===== config.mk =====
export PLATFORM = sky130hd
export DESIGN_NAME = mipi_delay_cal
export DESIGN_NICKNAME = d
export VERILOG_FILES = /design/src/rtl/mipi_pkg.sv /design/src/rtl/mipi_eye_tracker.sv /design/src/rtl/mipi_delay_cal.sv
export SDC_FILE = /design/constraint.sdc
export NUM_CORES = 1
export LEC_CHECK = 0
export CORE_UTILIZATION = 40
export CTS_CLUSTER_SIZE = 25
export DETAILED_ROUTE_END_ITERATION = 16
export DONT_BUFFER_PORTS = 1
export PLACE_DENSITY = 0.51
export SLEW_MARGIN = 20
export SYNTH_ARGS = -nofsm -noshare
export SYNTH_HDL_FRONTEND = slang
export SYNTH_HIERARCHICAL = 1
export SYNTH_SLANG_ARGS = --single-unit
export TNS_END_PERCENT = 10

===== constraint.sdc =====
create_clock -name clk -period 3.2 [get_ports clk]
set_input_delay 0.32 -clock clk [delete_from_list [all_inputs] [get_ports clk]]
set_output_delay 0.32 -clock clk [all_outputs]
set_load 0.005 [all_outputs]

===== src/rtl/mipi_pkg.sv =====
// Shared definitions for the MIPI data-lane delay calibration block:
// FSM state encoding, tap geometry and the eye-centre helper.
package mipi_pkg;

   localparam int TAP_W     = 5;
   localparam int TAP_COUNT = 32;
   localparam int EYE_W     = 6;

   typedef enum logic [2:0] {
      ST_IDLE,
      ST_LOAD,
      ST_SETTLE,
      ST_MEASURE,
      ST_EVAL,
      ST_APPLY,
      ST_FINISH
   } state_e;

   // Centre of a passing run, rounded down; only meaningful for len >= 1.
   function automatic logic [TAP_W-1:0] eye_center(input logic [TAP_W-1:0] first,
                                                   input logic [EYE_W-1:0] len);
      logic [EYE_W-1:0] half;
      half = (len - EYE_W'(1)) >> 1;
      return first + half[TAP_W-1:0];
   endfunction

endpackage


===== src/rtl/mipi_eye_tracker.sv =====
// Tracks the longest run of consecutive passing taps, scanned from tap 0 upward.
// The tap index is implied by the number of valid strobes since clear.
module mipi_eye_tracker
   import mipi_pkg::*;
(
   input  logic             clk,
   input  logic             reset,
   input  logic             clear,
   input  logic             valid,
   input  logic             pass,
   output logic [TAP_W-1:0] best_start,
   output logic [EYE_W-1:0] best_len
);

   logic [TAP_W-1:0] idx_q, idx_d;
   logic [TAP_W-1:0] cur_start_q, cur_start_d;
   logic [EYE_W-1:0] cur_len_q, cur_len_d;
   logic [TAP_W-1:0] best_start_q, best_start_d;
   logic [EYE_W-1:0] best_len_q, best_len_d;
   logic [TAP_W-1:0] run_start;
   logic [EYE_W-1:0] run_len;

   always_comb begin
      // NOTE: every signal gets a default first so no path leaves it unassigned (no latch).
      idx_d        = idx_q;
      cur_start_d  = cur_start_q;
      cur_len_d    = cur_len_q;
      best_start_d = best_start_q;
      best_len_d   = best_len_q;
      run_start    = (cur_len_q == '0) ? idx_q : cur_start_q;
      run_len      = cur_len_q + EYE_W'(1);
      if (clear) begin
         idx_d        = '0;
         cur_start_d  = '0;
         cur_len_d    = '0;
         best_start_d = '0;
         best_len_d   = '0;
      end else if (valid) begin
         idx_d = idx_q + TAP_W'(1);
         if (pass) begin
            cur_start_d = run_start;
            cur_len_d   = run_len;
            // Strictly longer only, so the lowest-start run wins a tie.
            if (run_len > best_len_q) begin
               best_start_d = run_start;
               best_len_d   = run_len;
            end
         end else begin
            cur_len_d = '0;
         end
      end
   end

   always_ff @(posedge clk) begin
      // NOTE: state flops use non-blocking assignments so all update together at the edge.
      if (reset) begin
         idx_q        <= '0;
         cur_start_q  <= '0;
         cur_len_q    <= '0;
         best_start_q <= '0;
         best_len_q   <= '0;
      end else begin
         idx_q        <= idx_d;
         cur_start_q  <= cur_start_d;
         cur_len_q    <= cur_len_d;
         best_start_q <= best_start_d;
         best_len_q   <= best_len_d;
      end
   end

   assign best_start = best_start_q;
   assign best_len   = best_len_q;

endmodule


===== src/rtl/mipi_delay_cal.sv =====
// Data-lane delay calibration: sweeps all taps, counts sync hits per tap and
// centres the delay in the widest passing eye. MIPI_DELAY_CAL_MAP_EN adds pass_map.
module mipi_delay_cal
   import mipi_pkg::*;
#(
   parameter int SETTLE_CYCLES = 64,
   parameter int WINDOW_CYCLES = 4096,
   parameter int MIN_HITS      = 4,
   parameter int MIN_EYE       = 3
) (
   input  logic             clk,
   input  logic             reset,
   input  logic             start,
   input  logic             sync_hit,
   input  logic             locked,
   output logic             del_ld,
   output logic [TAP_W-1:0] del_val,
   output logic             busy,
   output logic             done,
   output logic             fail,
   output logic [EYE_W-1:0] eye_width
`ifdef MIPI_DELAY_CAL_MAP_EN
   ,
   output logic [TAP_COUNT-1:0] pass_map
`endif
);

   localparam int CNT_MAX = (SETTLE_CYCLES > WINDOW_CYCLES) ? SETTLE_CYCLES : WINDOW_CYCLES;
   localparam int CNT_W   = $clog2(CNT_MAX + 1);
   localparam logic [CNT_W-1:0] SETTLE_LAST = CNT_W'(SETTLE_CYCLES - 1);
   localparam logic [CNT_W-1:0] WINDOW_LAST = CNT_W'(WINDOW_CYCLES - 1);
   localparam logic [TAP_W-1:0] TAP_LAST    = TAP_W'(TAP_COUNT - 1);

   state_e           state_q, state_d;
   logic [TAP_W-1:0] tap_q, tap_d;
   logic [CNT_W-1:0] cnt_q, cnt_d;
   logic [7:0]       hits_q, hits_d;
   logic [TAP_W-1:0] save_q, save_d;
   logic             abort_q, abort_d;
   logic             del_ld_q, del_ld_d;
   logic [TAP_W-1:0] del_val_q, del_val_d;
   logic             busy_q, busy_d;
   logic             done_q, done_d;
   logic             fail_q, fail_d;
   logic [EYE_W-1:0] eye_width_q, eye_width_d;
`ifdef MIPI_DELAY_CAL_MAP_EN
   logic [TAP_COUNT-1:0] map_q, map_d;
`endif

   logic             accept;
   logic             tap_pass;
   logic [TAP_W-1:0] best_start;
   logic [EYE_W-1:0] best_len;

   assign accept   = (state_q == ST_IDLE) && start && locked && !busy_q;
   assign tap_pass = (hits_q >= 8'(MIN_HITS));

   mipi_eye_tracker u_tracker (
      .clk        (clk),
      .reset      (reset),
      .clear      (accept),
      .valid      (state_q == ST_EVAL),
      .pass       (tap_pass),
      .best_start (best_start),
      .best_len   (best_len)
   );

   always_comb begin
      state_d     = state_q;
      tap_d       = tap_q;
      cnt_d       = cnt_q;
      hits_d      = hits_q;
      save_d      = save_q;
      abort_d     = abort_q;
      del_ld_d    = 1'b0;
      del_val_d   = del_val_q;
      busy_d      = busy_q;
      done_d      = 1'b0;
      fail_d      = fail_q;
      eye_width_d = eye_width_q;
`ifdef MIPI_DELAY_CAL_MAP_EN
      map_d       = map_q;
`endif
      unique case (state_q)
         ST_IDLE: begin
            busy_d = accept;
            if (accept) begin
               state_d = ST_LOAD;
               tap_d   = '0;
               save_d  = del_val_q;
               abort_d = 1'b0;
               fail_d  = 1'b0;
`ifdef MIPI_DELAY_CAL_MAP_EN
               map_d   = '0;
`endif
            end
         end
         ST_LOAD: begin
            del_ld_d  = 1'b1;
            del_val_d = tap_q;
            cnt_d     = '0;
            hits_d    = '0;
            state_d   = ST_SETTLE;
         end
         ST_SETTLE: begin
            hits_d = '0;
            if (cnt_q == SETTLE_LAST) begin
               cnt_d   = '0;
               state_d = ST_MEASURE;
            end else begin
               cnt_d = cnt_q + CNT_W'(1);
            end
         end
         ST_MEASURE: begin
            if (sync_hit && locked && (hits_q != 8'hFF)) hits_d = hits_q + 8'd1;
            if (cnt_q == WINDOW_LAST) state_d = ST_EVAL;
            else                      cnt_d   = cnt_q + CNT_W'(1);
         end
         ST_EVAL: begin
`ifdef MIPI_DELAY_CAL_MAP_EN
            map_d[tap_q] = tap_pass;
`endif
            if (tap_q == TAP_LAST) begin
               state_d = ST_APPLY;
            end else begin
               tap_d   = tap_q + TAP_W'(1);
               state_d = ST_LOAD;
            end
         end
         ST_APPLY: begin
            del_ld_d = 1'b1;
            if (!abort_q && (best_len >= EYE_W'(MIN_EYE))) begin
               del_val_d = eye_center(best_start, best_len);
               fail_d    = 1'b0;
            end else begin
               del_val_d = save_q;
               fail_d    = 1'b1;
            end
            state_d = ST_FINISH;
         end
         ST_FINISH: begin
            done_d      = 1'b1;
            eye_width_d = best_len;
            state_d     = ST_IDLE;
         end
         default: state_d = ST_IDLE;
      endcase

      // Losing lock during the sweep abandons it and restores the pre-start delay.
      if (!locked && (state_q inside {ST_LOAD, ST_SETTLE, ST_MEASURE, ST_EVAL})) begin
         state_d   = ST_APPLY;
         abort_d   = 1'b1;
         tap_d     = tap_q;
         del_ld_d  = 1'b0;
         del_val_d = del_val_q;
      end
   end

   always_ff @(posedge clk) begin
      if (reset) begin
         state_q     <= ST_IDLE;
         tap_q       <= '0;
         cnt_q       <= '0;
         hits_q      <= '0;
         save_q      <= '0;
         abort_q     <= 1'b0;
         del_ld_q    <= 1'b0;
         del_val_q   <= '0;
         busy_q      <= 1'b0;
         done_q      <= 1'b0;
         fail_q      <= 1'b0;
         eye_width_q <= '0;
`ifdef MIPI_DELAY_CAL_MAP_EN
         map_q       <= '0;
`endif
      end else begin
         state_q     <= state_d;
         tap_q       <= tap_d;
         cnt_q       <= cnt_d;
         hits_q      <= hits_d;
         save_q      <= save_d;
         abort_q     <= abort_d;
         del_ld_q    <= del_ld_d;
         del_val_q   <= del_val_d;
         busy_q      <= busy_d;
         done_q      <= done_d;
         fail_q      <= fail_d;
         eye_width_q <= eye_width_d;
`ifdef MIPI_DELAY_CAL_MAP_EN
         map_q       <= map_d;
`endif
      end
   end

   assign del_ld    = del_ld_q;
   assign del_val   = del_val_q;
   assign busy      = busy_q;
   assign done      = done_q;
   assign fail      = fail_q;
   assign eye_width = eye_width_q;
`ifdef MIPI_DELAY_CAL_MAP_EN
   assign pass_map  = map_q;
`endif

endmodule


## Word level (Yosys, flattened, before mapping)

Index checks and enable logic that the tools add are counted.

- Add/sub/neg operators: 7
- Mux-type cells: 25
- Bitwise logic cells: 1
- Equality and inequality tests: 19
- Reductions and logical operators: 35
- Order comparisons: 3

Operators with widths:

| operator | number |
|---|---|
| 13-bit case mux with 3 select lines | 1 |
| 13-bit 2-to-1 mux | 2 |
| 5-bit 2-to-1 mux | 4 |
| 5-bit case mux with 2 select lines | 2 |
| 3-bit case mux with 6 select lines | 1 |
| 8-bit case mux with 2 select lines | 1 |
| 3-bit 2-to-1 mux | 5 |
| 2-bit AND reduction | 7 |
| 13-bit by 1-bit adder with 13-bit output, second input constant | 1 |
| 13-bit by 12-bit equality test with 1-bit output, second input constant | 1 |
| 13-bit by 6-bit equality test with 1-bit output, second input constant | 1 |
| 2-bit != test, second input constant | 6 |
| 2-bit nonzero test | 6 |
| 5-bit by 1-bit adder with 5-bit output, second input constant | 2 |
| 3-bit equality test, second input constant | 3 |
| 3-bit by 2-bit != test with 1-bit output, second input constant | 3 |
| 3-bit AND reduction | 3 |
| 8-bit by 1-bit adder with 8-bit output, second input constant | 1 |
| 8-bit by 3-bit >= comparator with 1-bit output, second input constant | 1 |
| 8-bit 2-to-1 mux | 1 |
| 8-bit != test, second input constant | 1 |
| 2-bit OR reduction | 4 |
| 1-bit logical AND | 7 |
| 6-bit by 1-bit adder with 6-bit output, second input constant | 1 |
| 17 further kinds | 25 |

- Output and inout port bits: 15
- Bits of input ports: 5
- Flip-flop bits (word level): 77
- Logic and storage cells: 108

## Longest topological paths before layout

- Depth after elaboration: 7
- Mapped depth: 10
- Gate-level depth less buffers: 10

## Hierarchy

Netlist, hierarchy kept.

By module, submodules not included:

| module | area each (um2) | seq. area each (um2) | cells each | instances |
|---|---|---|---|---|
| mipi_delay_cal | 2706.3 | 1001.0 | 319 | 1 |
| mipi_eye_tracker | 1433.9 | 540.5 | 155 | 1 |

## Worst setup path before layout

No wires, ideal clock.

- Path kind: register to register
- From: register u_tracker.cur_len_q[2]
- To: register u_tracker.best_len_q[2], in the netlist u_tracker/best_len[2]
- Stages on the path, launching flop included: 11
- Path buffers: 2
- Setup time: 86 ps
- Period minus slack after synthesis: 2535 ps
- Required time: 3114 ps
- Path slack: 665 ps
- Arrival: 2450 ps
- Path through: dfxtp_1 -> clkbuf_1 -> nand3_1 -> o21a_1 -> or2_2 -> ha_1 -> and4_1 -> a31o_1 -> a31o_1 -> buf_2 -> a211oi_1

- Longest elaborated chain between the ends: 3

Ends and longest elaborated chain:

| element | RTL line | source |
|---|---|---|
| start: declaration | mipi_eye_tracker.sv:17 | `logic [EYE_W-1:0] cur_len_q, cur_len_d;` |
| start signal: assignment | mipi_eye_tracker.sv:65 | `cur_len_q <= cur_len_d;` |
| 6-bit by 1-bit adder with 6-bit output | mipi_eye_tracker.sv:31 | `run_len = cur_len_q + EYE_W'(1);` |
| named net u_tracker.run_len[5] | mipi_eye_tracker.sv:21 | `logic [EYE_W-1:0] run_len;` |
| 6-bit > comparator | mipi_eye_tracker.sv:44 | `if (run_len > best_len_q) begin` |
| 3-bit AND reduction (no line) | n/a |  |
| end signal: assignment | mipi_eye_tracker.sv:67 | `best_len_q <= best_len_d;` |
| end: declaration | mipi_eye_tracker.sv:19 | `logic [EYE_W-1:0] best_len_q, best_len_d;` |

The timed path passes the listed nets, and every way through them passes these cells.
A chain may end at the register's enable or synchronous reset.

## Final worst setup path

- From: register u_tracker.cur_len_q[3]
- To: register u_tracker.best_len_q[3], in the netlist u_tracker/best_len[3]

Same word-level chain as after synthesis.

==> impl_metrics.env <==
export IMPL_clock_insertion_delay_worst_skew_ns=0.35
export IMPL_cts_hold_buffers=0
export IMPL_post_cts_setup_driven_buffer_insertion_count=0
export IMPL_yosysSeqAreaShare=0.372
export IMPL_avgSynthCellArea_um2=8.73
export IMPL_synth_top_family_by_area="simple AND/OR/NAND/NOR gates"
export IMPL_synth_main_ff_cell="dfxtp_1"
export IMPL_fmax_mhz=396
export IMPL_horizontal_die_dimension_um=104
export IMPL_cpMaxStageDelayCell="dfxtp_1"
export IMPL_port_buffers=0
export IMPL_slew_headroom=0.398
export IMPL_placement_setup_worst_slack_ns=0.734
export IMPL_final_max_tran_viols=0
export IMPL_detailedRoute_firstIterationViolations=153
export IMPL_finalNonFillerCells=606
export IMPL_crit_fanout=7
export IMPL_ios=20
export IMPL_post_synthesis_instance_total=474
export IMPL_globalRouteTotalUtil=0.175
export IMPL_fin_total_pwr_w=0.00235
export IMPL_worst_setup_path_endpoint="u_tracker/best_len[3]"
export IMPL_grt_pass1_wl_mm=15.1
export IMPL_clock_tree_root_cell="clkbuf_8"
export IMPL_synth_simple_gate_area_frac=0.236
export IMPL_synth_compound_gate_area_share=0.165
export IMPL_antenna_found_initial=0
export IMPL_power_per_cell_area_nw_per_um2=530
export IMPL_worstSetupPathDepth=8
export IMPL_via_count_of_the_first_global_routing_pass=3189
export IMPL_power_ir_vdd_worst_v=0.000244
export IMPL_synth_area_in_xor_xnor=0.0423
export IMPL_cp_arrival_ns=2.79
export IMPL_synth_enable_flop_cells=0
export IMPL_drc=0
export IMPL_unrepaired_setup_endpoints_after_global_routing="no"
export IMPL_drt_pass1_iter_count=4
export IMPL_die_area_um2=10800
export IMPL_worst_setup_path_startpoint="u_tracker/cur_len_q[3]"
export IMPL_worst_setup_hold_path_clk_slew_ns=0.08
export IMPL_clock_sink_count=77
export IMPL_min_period_ns=2.53
export IMPL_finish_stage_setup_viols=0
export IMPL_cells_resized_by_post_cts_repair=0
export IMPL_core_area_um2=9910
export IMPL_crit_path_cell_trace="nand3_1, o21a_1, or2_2, ha_1, and4_1, a31o_1, a31o_1, a211oi_1"
export IMPL_cts_tree="built"
export IMPL_cts_made_buffers=9
export IMPL_insertedDiodeCount=0
export IMPL_clock_skew_ns=0.00868
export IMPL_dpl_instance_area_um2=4240
export IMPL_placed_instances=590
export IMPL_finalHoldViolations=0
export IMPL_crit_family="compound AO/OA/AOI/OAI gates"
export IMPL_final_fill_count=993
export IMPL_hp_class="in -> reg"
export IMPL_ant_nets=0
export IMPL_postLayoutCellArea_um2=4430
export IMPL_final_critical_path_setup_slack_ns=0.674
export IMPL_clock_path_buffers=2
export IMPL_synthToLayoutAreaGrowth_pct=6.98
export IMPL_num_vias=3325
export IMPL_leakagePower_nw=1.63
export IMPL_endpoint_kind="flip-flop"
export IMPL_rr_worst_depth=8
export IMPL_drive_above_1_share=0.0888
export IMPL_viasPerCell=5.49
export IMPL_ys_seq_elements=77
export IMPL_yosys_warnings=6
export IMPL_synth_nets=501
export IMPL_grt_max_degree=35
export IMPL_post_synth_fa_ha_maj_area_fraction=0.0707
export IMPL_grt_overflow_total=0
export IMPL_crit_reg2reg_launch="u_tracker/cur_len_q[3]"
export IMPL_timing_worst_setup_path_type="reg -> reg"
export IMPL_synth_mux_area_fraction=0.0707
export IMPL_timing_critical_path_from_type="flip-flop"
export IMPL_wl_mm=8.97
export IMPL_start_util=0.418
export IMPL_placement_rows=36
export IMPL_ratio_of_final_minimum_period_to_clock_period=0.789
export IMPL_count_of_buffering_cells_on_the_critical_path_with_inverters_included=0
export IMPL_result_of_the_run="finished clean"
export IMPL_tightestPinTransition_ns=0.899
export IMPL_synthesis_area_um2=4140
export IMPL_cap_violations=0
export IMPL_unique_masters_post_synth=63
export IMPL_design_final_nets=495
export IMPL_routability_congestion_estimate_from_global_placement=0.794
export IMPL_route_detailed_wl_per_inst_um=14.8
export IMPL_totalNegativeSetupSlack_ns=0
export IMPL_slowest_delay_ns=0.42
export IMPL_critical_path_most_common_cell="a31o_1"
export IMPL_async_reset_ff_frac=0
export IMPL_htree_levels=3
export IMPL_worst_r2r_endpoint="u_tracker/best_len[3]"
export IMPL_internal_reg_to_reg_setup_slack_ns=0.67
export IMPL_dp_hpwl_mm=6.44
export IMPL_crit_required_ns=3.46
export IMPL_die_height_um=104
[cells in the final DEF, fill, tap and decap left out, types with 6 or more instances in the layout]
cell      synthesis  routed
a21oi_1          31      31
o21ai_1          11      11
xnor2_1          11      11
nand3_1          15      15
clkbuf_8          0      10
a211oi_1          7       7
nand4_1           7       7
mux2i_1          27      27
nor3_1           13      13
o21a_1            7       7
o21ai_0          12      12
or3_1            10      10
and3_1            6       6
xor2_1            9       9
ha_1             21      21
a311oi_1          7       7
inv_1            19      19
nand2_1          28      28
dfxtp_1          77      77
nor2_1           60      60
[worst min path at each step]
stage	from	endpoint	slack [ns]	depth (start not counted)
after CTS	reset	tap_q[1]	0.02	1
after global routing	reset	fail	0.008	1
after detailed placement	reset	busy	0.40	1
after floorplan	u_tracker/best_start[0]	u_tracker/best_start[0]	0.44	2
final	reset	busy	0.04	1
after global placement	reset	eye_width[5]	0.40	1
[registers in the layout (all words and copies together), names as in the netlist, 6 cells and up]
register	flops
hits_q	8
u_tracker/cur_len_q	6
eye_width	6
cnt_q	13
u_tracker/best_len	6
[power breakdown]
group / leakage (nW) / switching (W) / internal, W
clock: 0.0964 / 0.000362 / 0.000380
sequential: 0.622 / 0.0000707 / 0.00102
combinational: 0.916 / 0.000330 / 0.000184
[cell usage after synthesis (3+ instances only)]
library cell	count	share of area
or3_1	10	0.015
a22oi_1	3	0.0054
dfxtp_1	77	0.37
nor3_1	13	0.016
nor2_1	60	0.054
nand2_1	28	0.025
mux2i_1	27	0.065
or2_2	4	0.0060
a21oi_1	31	0.037
and3_1	6	0.0091
a211oi_1	7	0.013
o21ai_0	12	0.015
clkbuf_1	10	0.0091
buf_2	8	0.0097
nand4_1	7	0.011
ha_1	21	0.063
nand2b_1	5	0.0076
nand3b_1	4	0.0073
nor3b_2	5	0.015
nor2b_1	4	0.0060
nand3_1	15	0.018
inv_1	19	0.017
xor2_1	9	0.019
and2_1	4	0.0060
a21o_1	4	0.0073
o21ai_1	11	0.013
a311oi_1	7	0.015
xnor2_1	11	0.023
o21a_1	7	0.013
and4_1	3	0.0063
[routing by layer]
layer  global-route usage  share of wire  vias to the layer above
met4               0.0704          0.016                        0
met1                0.228           0.50                     1587
met2                0.277           0.45                       44
met5                    0              0                        -
li1                     -              -                     1678
met3               0.0422          0.035                       16
[logic make-up (layout without fill, tap and decap cells)]
logic type	count (synthesis)	count (layout)
flip-flops	77	77
AND/OR/NAND/NOR	181	181
AO/OA/AOI/OAI	103	103
XOR/XNOR	20	20
adder cells (fa/ha/maj)	23	23
multiplexers	29	29
buffers and inverters	41	40
[cell type report]
class                      instances  area, µm²  share of cell area
tap                              133        166              0.0376
multi-input combinational        356       2420               0.546
clock inverter                     4       47.5              0.0107
sequential                        77       1540               0.348
inverter                          19       71.3              0.0161
timing repair buffer               5       37.5             0.00847
clock buffer                      12        145              0.0328
[per-stage QoR]
| stage | utilization | hold WS, ns |
|---|---|---|
| 4_1_cts | 0.447 | 0.0179 |
| 5_1_grt | 0.447 | 0.00797 |
| 3_3_place_gp | 0.428 | 0.402 |
| 2_1_floorplan | - | 0.443 |
| 6_report | 0.447 | 0.0401 |
| 3_5_place_dp | 0.428 | 0.403 |
(Power assumes the default switching activity.)
